<file path="src/rtl/sc_csam_sequencer_pkg.sv">
// Shared definitions for the control-store address sequencer: COND encodings,
// DECODE bit-field positions, flag bit indices and the decode-address helper.
package csam_pkg;

    localparam int CSAM_AW_DEFAULT        = 11;
    localparam int CSAM_IRW_DEFAULT       = 32;
    localparam int CSAM_RETSTACK_DEPTH_DEF = 4;

    typedef enum logic [2:0] {
        COND_NEXT   = 3'b000,
        COND_N      = 3'b001,
        COND_Z      = 3'b010,
        COND_V      = 3'b011,
        COND_C      = 3'b100,
        COND_IR13   = 3'b101,
        COND_JUMP   = 3'b110,
        COND_DECODE = 3'b111
    } csam_cond_e;

    // Flags are packed {n,z,v,c}
    localparam int FLAG_C = 0;
    localparam int FLAG_V = 1;
    localparam int FLAG_Z = 2;
    localparam int FLAG_N = 3;

    localparam int IR_COND_BIT = 13;
    localparam int DEC_OP_HI   = 31;
    localparam int DEC_OP_LO   = 30;
    localparam int DEC_OP3_HI  = 24;
    localparam int DEC_OP3_LO  = 19;

    function automatic logic [10:0] make_decode_addr(input logic [31:0] ir);
        return {1'b1, ir[DEC_OP_HI:DEC_OP_LO], ir[DEC_OP3_HI:DEC_OP3_LO], 2'b00};
    endfunction

endpackage

</file>
<file path="src/rtl/sc_csam_sequencer_if.sv">
// Sequencer bus: MIR/IR/flag inputs and the registered address/PSR outputs.
// Stack ports exist only when CSAM_RETSTACK_EN is defined.
interface sc_csam_sequencer_if #(
    parameter int DATAWIDTH_BUS_CSAM = 11,
    parameter int DATAWIDTH_IR       = 32
);
    logic [DATAWIDTH_BUS_CSAM-1:0] SC_CSAM_INC_ADDR;
    logic [DATAWIDTH_BUS_CSAM-1:0] SC_CSAM_JUMP_ADDR;
    logic [2:0]                    SC_CSAM_COND;
    logic [DATAWIDTH_IR-1:0]       SC_CSAM_IR;
    logic [3:0]                    SC_CSAM_FLAGS_NZVC;
    logic                          SC_CSAM_FLAGS_LOAD;
    logic                          SC_CSAM_STALL;
    logic [DATAWIDTH_BUS_CSAM-1:0] CSAM_ADDR_OUTPUT;
    logic [3:0]                    CSAM_PSR_NZVC;
`ifdef CSAM_RETSTACK_EN
    logic                          SC_CSAM_CALL;
    logic                          SC_CSAM_RET;
    logic                          CSAM_STACK_ERR;
`endif

    modport master (
        output SC_CSAM_INC_ADDR, SC_CSAM_JUMP_ADDR, SC_CSAM_COND, SC_CSAM_IR,
        output SC_CSAM_FLAGS_NZVC, SC_CSAM_FLAGS_LOAD, SC_CSAM_STALL,
`ifdef CSAM_RETSTACK_EN
        output SC_CSAM_CALL, SC_CSAM_RET,
        input  CSAM_STACK_ERR,
`endif
        input  CSAM_ADDR_OUTPUT, CSAM_PSR_NZVC
    );

    modport slave (
        input  SC_CSAM_INC_ADDR, SC_CSAM_JUMP_ADDR, SC_CSAM_COND, SC_CSAM_IR,
        input  SC_CSAM_FLAGS_NZVC, SC_CSAM_FLAGS_LOAD, SC_CSAM_STALL,
`ifdef CSAM_RETSTACK_EN
        input  SC_CSAM_CALL, SC_CSAM_RET,
        output CSAM_STACK_ERR,
`endif
        output CSAM_ADDR_OUTPUT, CSAM_PSR_NZVC
    );
endinterface

</file>
<file path="src/rtl/sc_csam_sequencer_retstack.sv">
// Circular micro-return stack: a full push drops the oldest entry, and a pop
// from empty raises a sticky error.
module sc_csam_retstack #(
    parameter int AW    = 11,
    parameter int DEPTH = 4
) (
    input  logic          clk,
    input  logic          rst,
    input  logic          stall_s,
    input  logic          push_s,
    input  logic          pop_s,
    input  logic [AW-1:0] push_data_s,
    output logic [AW-1:0] top_data_s,
    output logic          empty_s,
    output logic          stack_err_r
);
    localparam int PW = (DEPTH > 1) ? $clog2(DEPTH) : 1;
    localparam int CW = $clog2(DEPTH + 1);

    logic [AW-1:0] mem_r [DEPTH];
    logic [PW-1:0] wr_ptr_r;
    logic [PW-1:0] top_idx_s;
    logic [CW-1:0] count_r;

    function automatic logic [PW-1:0] ptr_inc(input logic [PW-1:0] p);
        if (p == PW'(DEPTH - 1)) return {PW{1'b0}};
        else                     return p + PW'(1);
    endfunction

    function automatic logic [PW-1:0] ptr_dec(input logic [PW-1:0] p);
        if (p == {PW{1'b0}}) return PW'(DEPTH - 1);
        else                 return p - PW'(1);
    endfunction

    // Top-of-stack read port
    always_comb begin
        top_idx_s  = ptr_dec(wr_ptr_r);
        top_data_s = mem_r[top_idx_s];
        empty_s    = (count_r == {CW{1'b0}});
    end

    // Pointer, occupancy, storage and sticky error; pop wins over push
    always_ff @(posedge clk or posedge rst) begin
        if (rst) begin
            wr_ptr_r    <= {PW{1'b0}};
            count_r     <= {CW{1'b0}};
            stack_err_r <= 1'b0;
            for (int i = 0; i < DEPTH; i++) mem_r[i] <= {AW{1'b0}};
        end else if (stall_s) begin
            wr_ptr_r <= wr_ptr_r;
        end else if (pop_s) begin
            if (empty_s) begin
                stack_err_r <= 1'b1;
            end else begin
                wr_ptr_r <= top_idx_s;
                count_r  <= count_r - CW'(1);
            end
        end else if (push_s) begin
            mem_r[wr_ptr_r] <= push_data_s;
            wr_ptr_r        <= ptr_inc(wr_ptr_r);
            if (count_r != CW'(DEPTH)) count_r <= count_r + CW'(1);
        end else begin
            wr_ptr_r <= wr_ptr_r;
        end
    end
endmodule

</file>
<file path="src/rtl/sc_csam_sequencer.sv">
// Control-store address sequencer: picks INC/JUMP/DECODE (or stack top) each
// cycle from COND and the latched flags. Optional stack: CSAM_RETSTACK_EN.
module sc_csam_sequencer
    import csam_pkg::*;
#(
    parameter int DATAWIDTH_BUS_CSAM = 11,
    parameter int DATAWIDTH_IR       = 32,
    parameter int RETSTACK_DEPTH     = 4
) (
    input  logic            SC_CSAM_CLOCK_50,
    input  logic            SC_CSAM_RESET_InHigh,
    sc_csam_sequencer_if.slave bus
);
    localparam int AW = DATAWIDTH_BUS_CSAM;

    logic [AW-1:0] addr_r;
    logic [3:0]    psr_r;
    logic [AW-1:0] next_addr_s;
    logic [AW-1:0] decode_addr_s;
    logic          jump_taken_s;
    csam_cond_e    cond_s;

    // Condition evaluation against the latched flags
    always_comb begin
        cond_s        = csam_cond_e'(bus.SC_CSAM_COND);
        decode_addr_s = AW'(make_decode_addr(bus.SC_CSAM_IR[31:0]));
        case (cond_s)
            COND_NEXT:   jump_taken_s = 1'b0;
            COND_N:      jump_taken_s = psr_r[FLAG_N];
            COND_Z:      jump_taken_s = psr_r[FLAG_Z];
            COND_V:      jump_taken_s = psr_r[FLAG_V];
            COND_C:      jump_taken_s = psr_r[FLAG_C];
            COND_IR13:   jump_taken_s = bus.SC_CSAM_IR[IR_COND_BIT];
            COND_JUMP:   jump_taken_s = 1'b1;
            COND_DECODE: jump_taken_s = 1'b0;
            default:     jump_taken_s = 1'b0;
        endcase
    end

`ifdef CSAM_RETSTACK_EN
    logic [AW-1:0] stack_top_s;
    logic          stack_empty_s;
    logic          stack_push_s;
    logic          stack_err_r;

    // CALL only pushes alongside a taken jump, and never when RET is present
    always_comb begin
        stack_push_s = bus.SC_CSAM_CALL & jump_taken_s & ~bus.SC_CSAM_RET;
    end

    sc_csam_retstack #(
        .AW    (AW),
        .DEPTH (RETSTACK_DEPTH)
    ) u_retstack (
        .clk         (SC_CSAM_CLOCK_50),
        .rst         (SC_CSAM_RESET_InHigh),
        .stall_s     (bus.SC_CSAM_STALL),
        .push_s      (stack_push_s),
        .pop_s       (bus.SC_CSAM_RET),
        .push_data_s (bus.SC_CSAM_INC_ADDR),
        .top_data_s  (stack_top_s),
        .empty_s     (stack_empty_s),
        .stack_err_r (stack_err_r)
    );

    assign bus.CSAM_STACK_ERR = stack_err_r;

    // Next-address mux; RET overrides COND and an empty pop yields 0
    always_comb begin
        next_addr_s = bus.SC_CSAM_INC_ADDR;
        if (bus.SC_CSAM_RET) begin
            if (stack_empty_s) next_addr_s = {AW{1'b0}};
            else               next_addr_s = stack_top_s;
        end else if (cond_s == COND_DECODE) begin
            next_addr_s = decode_addr_s;
        end else if (jump_taken_s) begin
            next_addr_s = bus.SC_CSAM_JUMP_ADDR;
        end else begin
            next_addr_s = bus.SC_CSAM_INC_ADDR;
        end
    end
`else
    // Next-address mux
    always_comb begin
        next_addr_s = bus.SC_CSAM_INC_ADDR;
        if (cond_s == COND_DECODE) begin
            next_addr_s = decode_addr_s;
        end else if (jump_taken_s) begin
            next_addr_s = bus.SC_CSAM_JUMP_ADDR;
        end else begin
            next_addr_s = bus.SC_CSAM_INC_ADDR;
        end
    end
`endif

    // Address and flag registers; STALL freezes both
    always_ff @(posedge SC_CSAM_CLOCK_50 or posedge SC_CSAM_RESET_InHigh) begin
        if (SC_CSAM_RESET_InHigh) begin
            addr_r <= {AW{1'b0}};
            psr_r  <= 4'b0000;
        end else if (bus.SC_CSAM_STALL) begin
            addr_r <= addr_r;
            psr_r  <= psr_r;
        end else begin
            addr_r <= next_addr_s;
            if (bus.SC_CSAM_FLAGS_LOAD) psr_r <= bus.SC_CSAM_FLAGS_NZVC;
        end
    end

    assign bus.CSAM_ADDR_OUTPUT = addr_r;
    assign bus.CSAM_PSR_NZVC    = psr_r;
endmodule

</file>
<file path="src/flat_wrapper.sv">
// flat-port wrapper written by rule: the top's interface ports become plain ports
module sc_csam_sequencer_flat import csam_pkg::*;
#(
    parameter int DATAWIDTH_BUS_CSAM = 11,
    parameter int DATAWIDTH_IR       = 32,
    parameter int RETSTACK_DEPTH     = 4
)
  (SC_CSAM_CLOCK_50, SC_CSAM_RESET_InHigh, bus_SC_CSAM_INC_ADDR, bus_SC_CSAM_JUMP_ADDR, bus_SC_CSAM_COND, bus_SC_CSAM_IR, bus_SC_CSAM_FLAGS_NZVC, bus_SC_CSAM_FLAGS_LOAD, bus_SC_CSAM_STALL, bus_CSAM_ADDR_OUTPUT, bus_CSAM_PSR_NZVC);
  sc_csam_sequencer_if #(.DATAWIDTH_BUS_CSAM(DATAWIDTH_BUS_CSAM), .DATAWIDTH_IR(DATAWIDTH_IR)) bus_i ();
  input  logic SC_CSAM_CLOCK_50;
  input  logic SC_CSAM_RESET_InHigh;
  input wire logic [$bits(bus_i.SC_CSAM_INC_ADDR)-1:0] bus_SC_CSAM_INC_ADDR;
  input wire logic [$bits(bus_i.SC_CSAM_JUMP_ADDR)-1:0] bus_SC_CSAM_JUMP_ADDR;
  input wire logic [$bits(bus_i.SC_CSAM_COND)-1:0] bus_SC_CSAM_COND;
  input wire logic [$bits(bus_i.SC_CSAM_IR)-1:0] bus_SC_CSAM_IR;
  input wire logic [$bits(bus_i.SC_CSAM_FLAGS_NZVC)-1:0] bus_SC_CSAM_FLAGS_NZVC;
  input wire logic [$bits(bus_i.SC_CSAM_FLAGS_LOAD)-1:0] bus_SC_CSAM_FLAGS_LOAD;
  input wire logic [$bits(bus_i.SC_CSAM_STALL)-1:0] bus_SC_CSAM_STALL;
  output wire logic [$bits(bus_i.CSAM_ADDR_OUTPUT)-1:0] bus_CSAM_ADDR_OUTPUT;
  output wire logic [$bits(bus_i.CSAM_PSR_NZVC)-1:0] bus_CSAM_PSR_NZVC;
  assign bus_i.SC_CSAM_INC_ADDR = bus_SC_CSAM_INC_ADDR;
  assign bus_i.SC_CSAM_JUMP_ADDR = bus_SC_CSAM_JUMP_ADDR;
  assign bus_i.SC_CSAM_COND = bus_SC_CSAM_COND;
  assign bus_i.SC_CSAM_IR = bus_SC_CSAM_IR;
  assign bus_i.SC_CSAM_FLAGS_NZVC = bus_SC_CSAM_FLAGS_NZVC;
  assign bus_i.SC_CSAM_FLAGS_LOAD = bus_SC_CSAM_FLAGS_LOAD;
  assign bus_i.SC_CSAM_STALL = bus_SC_CSAM_STALL;
  assign bus_CSAM_ADDR_OUTPUT = bus_i.CSAM_ADDR_OUTPUT;
  assign bus_CSAM_PSR_NZVC = bus_i.CSAM_PSR_NZVC;
  sc_csam_sequencer #(.DATAWIDTH_BUS_CSAM(DATAWIDTH_BUS_CSAM), .DATAWIDTH_IR(DATAWIDTH_IR), .RETSTACK_DEPTH(RETSTACK_DEPTH)) u_core (.SC_CSAM_CLOCK_50(SC_CSAM_CLOCK_50), .SC_CSAM_RESET_InHigh(SC_CSAM_RESET_InHigh), .bus(bus_i));
endmodule
</file>
<file path="config.mk">
export PLATFORM = sky130hd
export DESIGN_NAME = sc_csam_sequencer_flat
export DESIGN_NICKNAME = d
export VERILOG_FILES = /design/src/rtl/sc_csam_sequencer_pkg.sv /design/src/rtl/sc_csam_sequencer_if.sv /design/src/rtl/sc_csam_sequencer_retstack.sv /design/src/rtl/sc_csam_sequencer.sv /design/src/flat_wrapper.sv
export SDC_FILE = /design/constraint.sdc
export NUM_CORES = 1
export LEC_CHECK = 0
export ABC_AREA = 1
export CORE_MARGIN = 2
export CORE_UTILIZATION = 35
export DETAILED_ROUTE_END_ITERATION = 6
export HOLD_SLACK_MARGIN = 0.15
export PLACE_DENSITY = 0.86
export SYNTH_ARGS = -nofsm -noshare
export SYNTH_HDL_FRONTEND = slang
export SYNTH_SLANG_ARGS = --single-unit
</file>
<file path="constraint.sdc">
create_clock -name SC_CSAM_CLOCK_50 -period 3.5 [get_ports SC_CSAM_CLOCK_50]
set_clock_uncertainty 0.15 [all_clocks]
set_input_delay 0.7 -clock SC_CSAM_CLOCK_50 [delete_from_list [all_inputs] [get_ports SC_CSAM_CLOCK_50]]
set_output_delay 0.7 -clock SC_CSAM_CLOCK_50 [all_outputs]
set_load 0.02 [all_outputs]
</file>
==> metrics.cfg, run 1 <==
[status]
status = completed

[flow_run]
drv_cap = 0

[synth]
yosysMostFrequentCell = nand2_1
synth.area.top_cells = dfrtp_1 38%, nand2_1 15%, inv_1 10%
syn_area_um2 = 983.4
ys_async_sr_fraction_pct = 100.0
yosysWarnings = 0
synthTopCellsByCount = 40 x nand2_1, 27 x inv_1, 20 x nand3_1, 15 x dfrtp_1, 10 x a21oi_1
syn_nets = 206
synth_compound_area_share_pct = 6.489
ys.flop_type = dfrtp_1
synth_edf_count = 0
synthXorXnorAreaFrac_pct = 0
yosysTopAreaCell = dfrtp_1
yosysUniqueCellTypes = 19
synthAdderAreaFrac_pct = 0
netlist_instances = 141
synth_seq_cells = 15
yosysSeqAreaShare_pct = 38.17
synth.area.mux_share_pct = 2.290
avgSynthCellArea_um2 = 6.975
synth_top_family_by_area = simple AND/OR/NAND/NOR gates
yosys.area_share.simple_pct = 39.57
netlist.area_leader.share_pct = 38.17

[critical_path]
critPathMaxStageDelay_ns = 0.62
path_buf_inv = 1
worst_setup_path_end_kind = primary output
required_ns = 2.65
critical_path.max_fanout = 4
crit_chain = clkdlybuf4s50_1
critPathSlowestCell = clkdlybuf4s50_1
critical_path.top_delay_family = buffers and inverters
start_kind = flop
worstPathArrival_ns = 1.29
crit_type = reg -> out
r2r-start = u_core.bus.CSAM_PSR_NZVC[2]
critPathLaunch = u_core.bus.CSAM_PSR_NZVC[0]

[final_layout]
nets = 265
multiInputGateArea_um2 = 475.5
nFillCells = 259
seq_area_um2 = 375.4
drive_gt1_share_pct = 9.548
final_area_mm2 = 0.001598
antenna_cells = 0
area_growth_pct = 62.47

[die]
io_pins = 80
dieArea_mm2 = 0.003250
initial_core_util_pct = 36.29
rows = 19
die_h_um = 57.01
core_mm2 = 0.002710
die_w_um = 57.01

[clock_network]
clock_path_buffers = 2
cts_resized = 0
post_cts_buffers = 0
cts-hold-fix-buffers = 0
clk_pin_slew_ns = 0.08
insertion_delay_ns = 0.28
clock-sinks = 15
htree_levels = 1
cts_tree = yes
clockRootBuffer = clkbuf_4
cts_made_buffers = 3

[route]
vias_per_cell = 4.417
drt_wl_total_um = 2423
drtAntennaViolNets = 0
drc_errors = 0
drtIter0Drc = 20
route.vias.total = 1016
avgRoutedWirePerCell_um = 10.53
first_pass_iters = 4

[global_routing]
globalRoute.totalOverflow = 0
gr-usage-all-layers_pct = 15.59
use_met2_pct = 28.24
first_global_vias = 964
grt_pass1_wl_um = 3981
grt_max_degree = 20
grtUsageMet3_pct = 2.041
top_usage_layer = met2
met1_usage_pct = 18.65
grt_antenna_before_repair = 0

[timing]
fmax_mhz = 467.2
drv_slew = 0
final_hold_viol_count = 0
setup_tns_ns = 0
timing.final.crit_share_pct = 61.16
min_period_ns = 2.140
grt_setup_unrepaired = false
finalSetupViolations = 0
tightest_slew_ns = 0.5513
slew_headroom_pct = 63.21

[power_and_ir_drop]
irDropWorstVdd_v = 0.0002396
leakage_uw = 0.0007967
power_per_cell_area_mw_per_mm2 = 328.9

[worst_hold_path]
min_from = u_core.bus.CSAM_ADDR_OUTPUT[1]
hp-class = reg -> reg

[place]
gp_congestion = 0.7674
place_area_mm2 = 0.001570
dp_hpwl_um = 1914
portBuffers = 56

-- metal layers --
metal	routed length [µm]	vias to the layer above
met2	1251	23
met3	97	2
met4	21	0
met1	1052	438
met5	0	-
li1	-	553
-- layout by cell type, fill, tap and decap left out --
cell and n:
nor3b_1 8, inv_2 3, clkinv_2 1, dfrtp_1 15
or2_2 1, nand3_1 20, nand2_1 40, nor3_2 1
o21ai_2 1, nand3_2 1, clkdlybuf4s50_1 56, a21oi_1 10
clkbuf_4 3, inv_1 27, mux2_2 2, nor2_1 3
buf_4 1, nand2_4 2, nand2_2 3, o21ai_0 1
-- worst paths after layout --
check | to | slack (ns) | cells past startpoint
max in group asynchronous | u_core.bus.CSAM_PSR_NZVC[2] | 2.22 | 2
setup reg to reg | u_core.bus.CSAM_ADDR_OUTPUT[0] | 2.19 | 8
hold / removal | u_core.bus.CSAM_ADDR_OUTPUT[1] | 0.33 | 2
min in group asynchronous | u_core.bus.CSAM_ADDR_OUTPUT[7] | 0.61 | 2
setup / recovery | bus_CSAM_PSR_NZVC[0] | 1.36 | 1
hold reg to reg | u_core.bus.CSAM_ADDR_OUTPUT[1] | 0.33 | 2
-- where the power goes --
part / switching (µW) / internal (µW) / leakage, µW
sequential: 14.8 / 198 / 0.000178
combinational: 103 / 113 / 0.000601
clock: 55.0 / 42.4 / 0.0000177
-- layout make-up --
cell class / instances / area share [%]
sequential: 15 / 23.49
inverter: 30 / 7.048
clock inverter: 1 / 0.3132
clock buffer: 3 / 1.410
tap: 31 / 2.428
timing repair buffer: 57 / 35.55
multi-input combinational: 93 / 29.76
-- cells by family after synthesis --
kind of cell | after synthesis
buffers and inverters | 33
AOI/OAI and AO/OA | 12
and+or+nand+nor | 79
DFF | 15
muxes | 2
-- registers in the layout, summed over array words and instances, names as in the netlist --
signal and cells:
u_core.bus.CSAM_PSR_NZVC 4, u_core.bus.CSAM_ADDR_OUTPUT 11
-- stage by stage --
| step | hold slack, ns | utilization [%] | setup slack, ns | cells | total power [µW] |
|---|---|---|---|---|---|
| 4_1_cts | 0.3382 | 58.96 | 1.343 | 230 | 532.6 |
| 2_1_floorplan | 0.4414 | - | 1.809 | 141 | 319.8 |
| 5_1_grt | 0.3734 | 58.96 | 1.308 | 230 | 560.7 |
| 3_5_place_dp | 0.3146 | 57.94 | 1.194 | 226 | 434.8 |
| 3_3_place_gp | 0.3148 | 57.94 | 1.212 | 226 | 431.0 |
| 6_report | 0.3334 | 58.96 | 1.360 | 230 | 525.4 |
Power figures use the tool's default switching activity.
==> run 2: changes to the inputs <==
CORE_UTILIZATION = 29   (was 35)
PLACE_DENSITY = 0.76   (was 0.86)
clock period = 1.75 ns   (was 3.5 ns; I/O delays follow)
==> run 2 against run 1 <==
Compared with the run above:
- via count up 5.4%
- sequential cell count unchanged
- clock-buffer cell count unchanged
- largest power group is now registers
- routed wire length up 6.0%
- highest routed layer unchanged
- die area up 19%
- sequential power up 99%
- critical path depth up 7
==> metrics.cfg, run 2 (synthesized netlist as in run 1, its figures left out) <==
[status]
status = completed

[timing]
min_period_ns = 1.620
timing.final.crit_share_pct = 92.59
tightest_slew_ns = 0.2489
grt_setup_unrepaired = false
drv_slew = 0
finalSetupViolations = 0
fmax_mhz = 617.2
slew_headroom_pct = 83.36
setup_tns_ns = 0
whs_ns = 0.2177
final_hold_viol_count = 0

[worst_hold_path]
hp-class = in -> async

[clock_network]
clk_pin_slew_ns = 0.10
clockRootBuffer = clkbuf_4
clock-sinks = 15
insertion_delay_ns = 0.27
cts_tree = yes
htree_levels = 1
cts_made_buffers = 3
clock_path_buffers = 2
cts-hold-fix-buffers = 0

[critical_path]
worst_r2r_endpoint = u_core.bus.CSAM_ADDR_OUTPUT[7]
crit_type = in -> reg
worstPathArrival_ns = 1.65
r2r-start = u_core.bus.CSAM_PSR_NZVC[0]
critPathLaunch = bus_SC_CSAM_COND[2]
rr_worst_depth = 7
required_ns = 1.78
crit_path_end = u_core.bus.CSAM_ADDR_OUTPUT[7]
ff2ff_setup_slack_ns = 0.44
start_kind = input port
worst_setup_path_end_kind = flop
critical_path.max_fanout = 10

[power_and_ir_drop]
irDropWorstVdd_v = 0.0002683
power_uw = 1034
power_per_cell_area_mw_per_mm2 = 618.8
leakage_uw = 0.0008759

[place]
portBuffers = 56
dp_hpwl_um = 2031
gp_congestion = 0.7636
place_area_mm2 = 0.001654

[final_layout]
final_area_mm2 = 0.001670
antenna_cells = 0
nets = 272
postLayoutCoreUtil_pct = 50.86
layout_common_cells = 41 x clkdlybuf4s50_1, 40 x nand2_1, 27 x inv_1
layout_commonest_cell = clkdlybuf4s50_1
area_growth_pct = 69.85
drive_gt1_share_pct = 12.62
largest_reg_flops = 11

[global_routing]
gr-usage-all-layers_pct = 14.32
first_global_vias = 1010
grt_antenna_before_repair = 0
grt_max_degree = 19
globalRoute.totalOverflow = 0
grt_pass1_wl_um = 4512

[die]
die_h_um = 62.24
die_w_um = 62.24
initial_core_util_pct = 29.94
dieArea_mm2 = 0.003873
io_pins = 80
core_mm2 = 0.003284
rows = 21

[route]
vias_per_cell = 4.250
drt_wl_total_um = 2568
first_pass_iters = 4
drtIter0Drc = 47
drc_errors = 0
route.vias.total = 1071
drtAntennaViolNets = 0
avgRoutedWirePerCell_um = 10.19

[flow_run]
drv_cap = 0

run 2: cell types whose count changed in the layout (fill, tap and decap cells not counted), sizes merged:
cell	delta
clkdlybuf4s50	-15
dlygate4sd2	+13
dlymetal6s2s	+2
buf	+7
run 2: how the worst min path moves through the flow:
stage	endpoint	slack, ns	startpoint	cells past startpoint
CTS	u_core.bus.CSAM_ADDR_OUTPUT[9]	0.21	SC_CSAM_RESET_InHigh	3
floorplan	u_core.bus.CSAM_ADDR_OUTPUT[0]	0.10	SC_CSAM_RESET_InHigh	1
global route	u_core.bus.CSAM_ADDR_OUTPUT[9]	0.25	SC_CSAM_RESET_InHigh	3
detailed placement	u_core.bus.CSAM_ADDR_OUTPUT[1]	0.32	u_core.bus.CSAM_ADDR_OUTPUT[1]	2
finish	u_core.bus.CSAM_ADDR_OUTPUT[10]	0.22	SC_CSAM_RESET_InHigh	3
global placement	u_core.bus.CSAM_ADDR_OUTPUT[0]	0.31	u_core.bus.CSAM_ADDR_OUTPUT[0]	2
run 2: critical path, cell delays in order:
cell and delay, ns:
clkdlybuf4s50_1 0.60, inv_2 0.09, o21ai_2 0.15, nand3_2 0.11, nand2_4 0.15, nand2_1 0.07
nand3_1 0.07, nand2_1 0.05
run 2: what timing repair did:
item / 4_1_cts / 5_1_grt
pin swaps: 0 / 0
endpoints found under the setup margin: 13 / 2
resized for setup: 13 / 2
setup buffers: 0 / 0
run 2: power by group:
part / switching (µW) / total, µW / internal, µW
Clock: 112 / 197 / 84.7
Sequential: 28.5 / 424 / 396
Combinational: 208 / 413 / 204
Total: 349 / 1030 / 685
run 2: area by class of cell:
class / count / area (µm²)
clock buffers: 3 / 22.52
clock inverters: 1 / 5.005
fillers: 365 / 1614
inverters: 30 / 112.6
multi-input cells: 93 / 475.5
flip-flops and latches: 15 / 375.4
well taps: 46 / 57.56
repair buffers: 64 / 621.8
run 2: metrics by stage:
stage	cells	setup slack, ns
2_1_floorplan	141	0.4086
3_3_place_gp	248	-0.1569
3_5_place_dp	248	-0.1736
4_1_cts	252	0.0001971
5_1_grt	252	0.02115
6_report	252	0.1297
run 2: layer usage:
layer | vias to the layer above | share of wire, % | GRT usage (%)
met5 | - | 0 | 0
met4 | 0 | 1.1 | 5.000
met3 | 2 | 5.3 | 2.174
met2 | 35 | 49 | 24.18
met1 | 468 | 45 | 18.70
li1 | 566 | - | -
==> run 3: changes to the inputs <==
HOLD_SLACK_MARGIN = 0.1   (was 0.15)
==> results of run 3 <==
The final DEF is identical to that of run 2; final timing and power are the same.
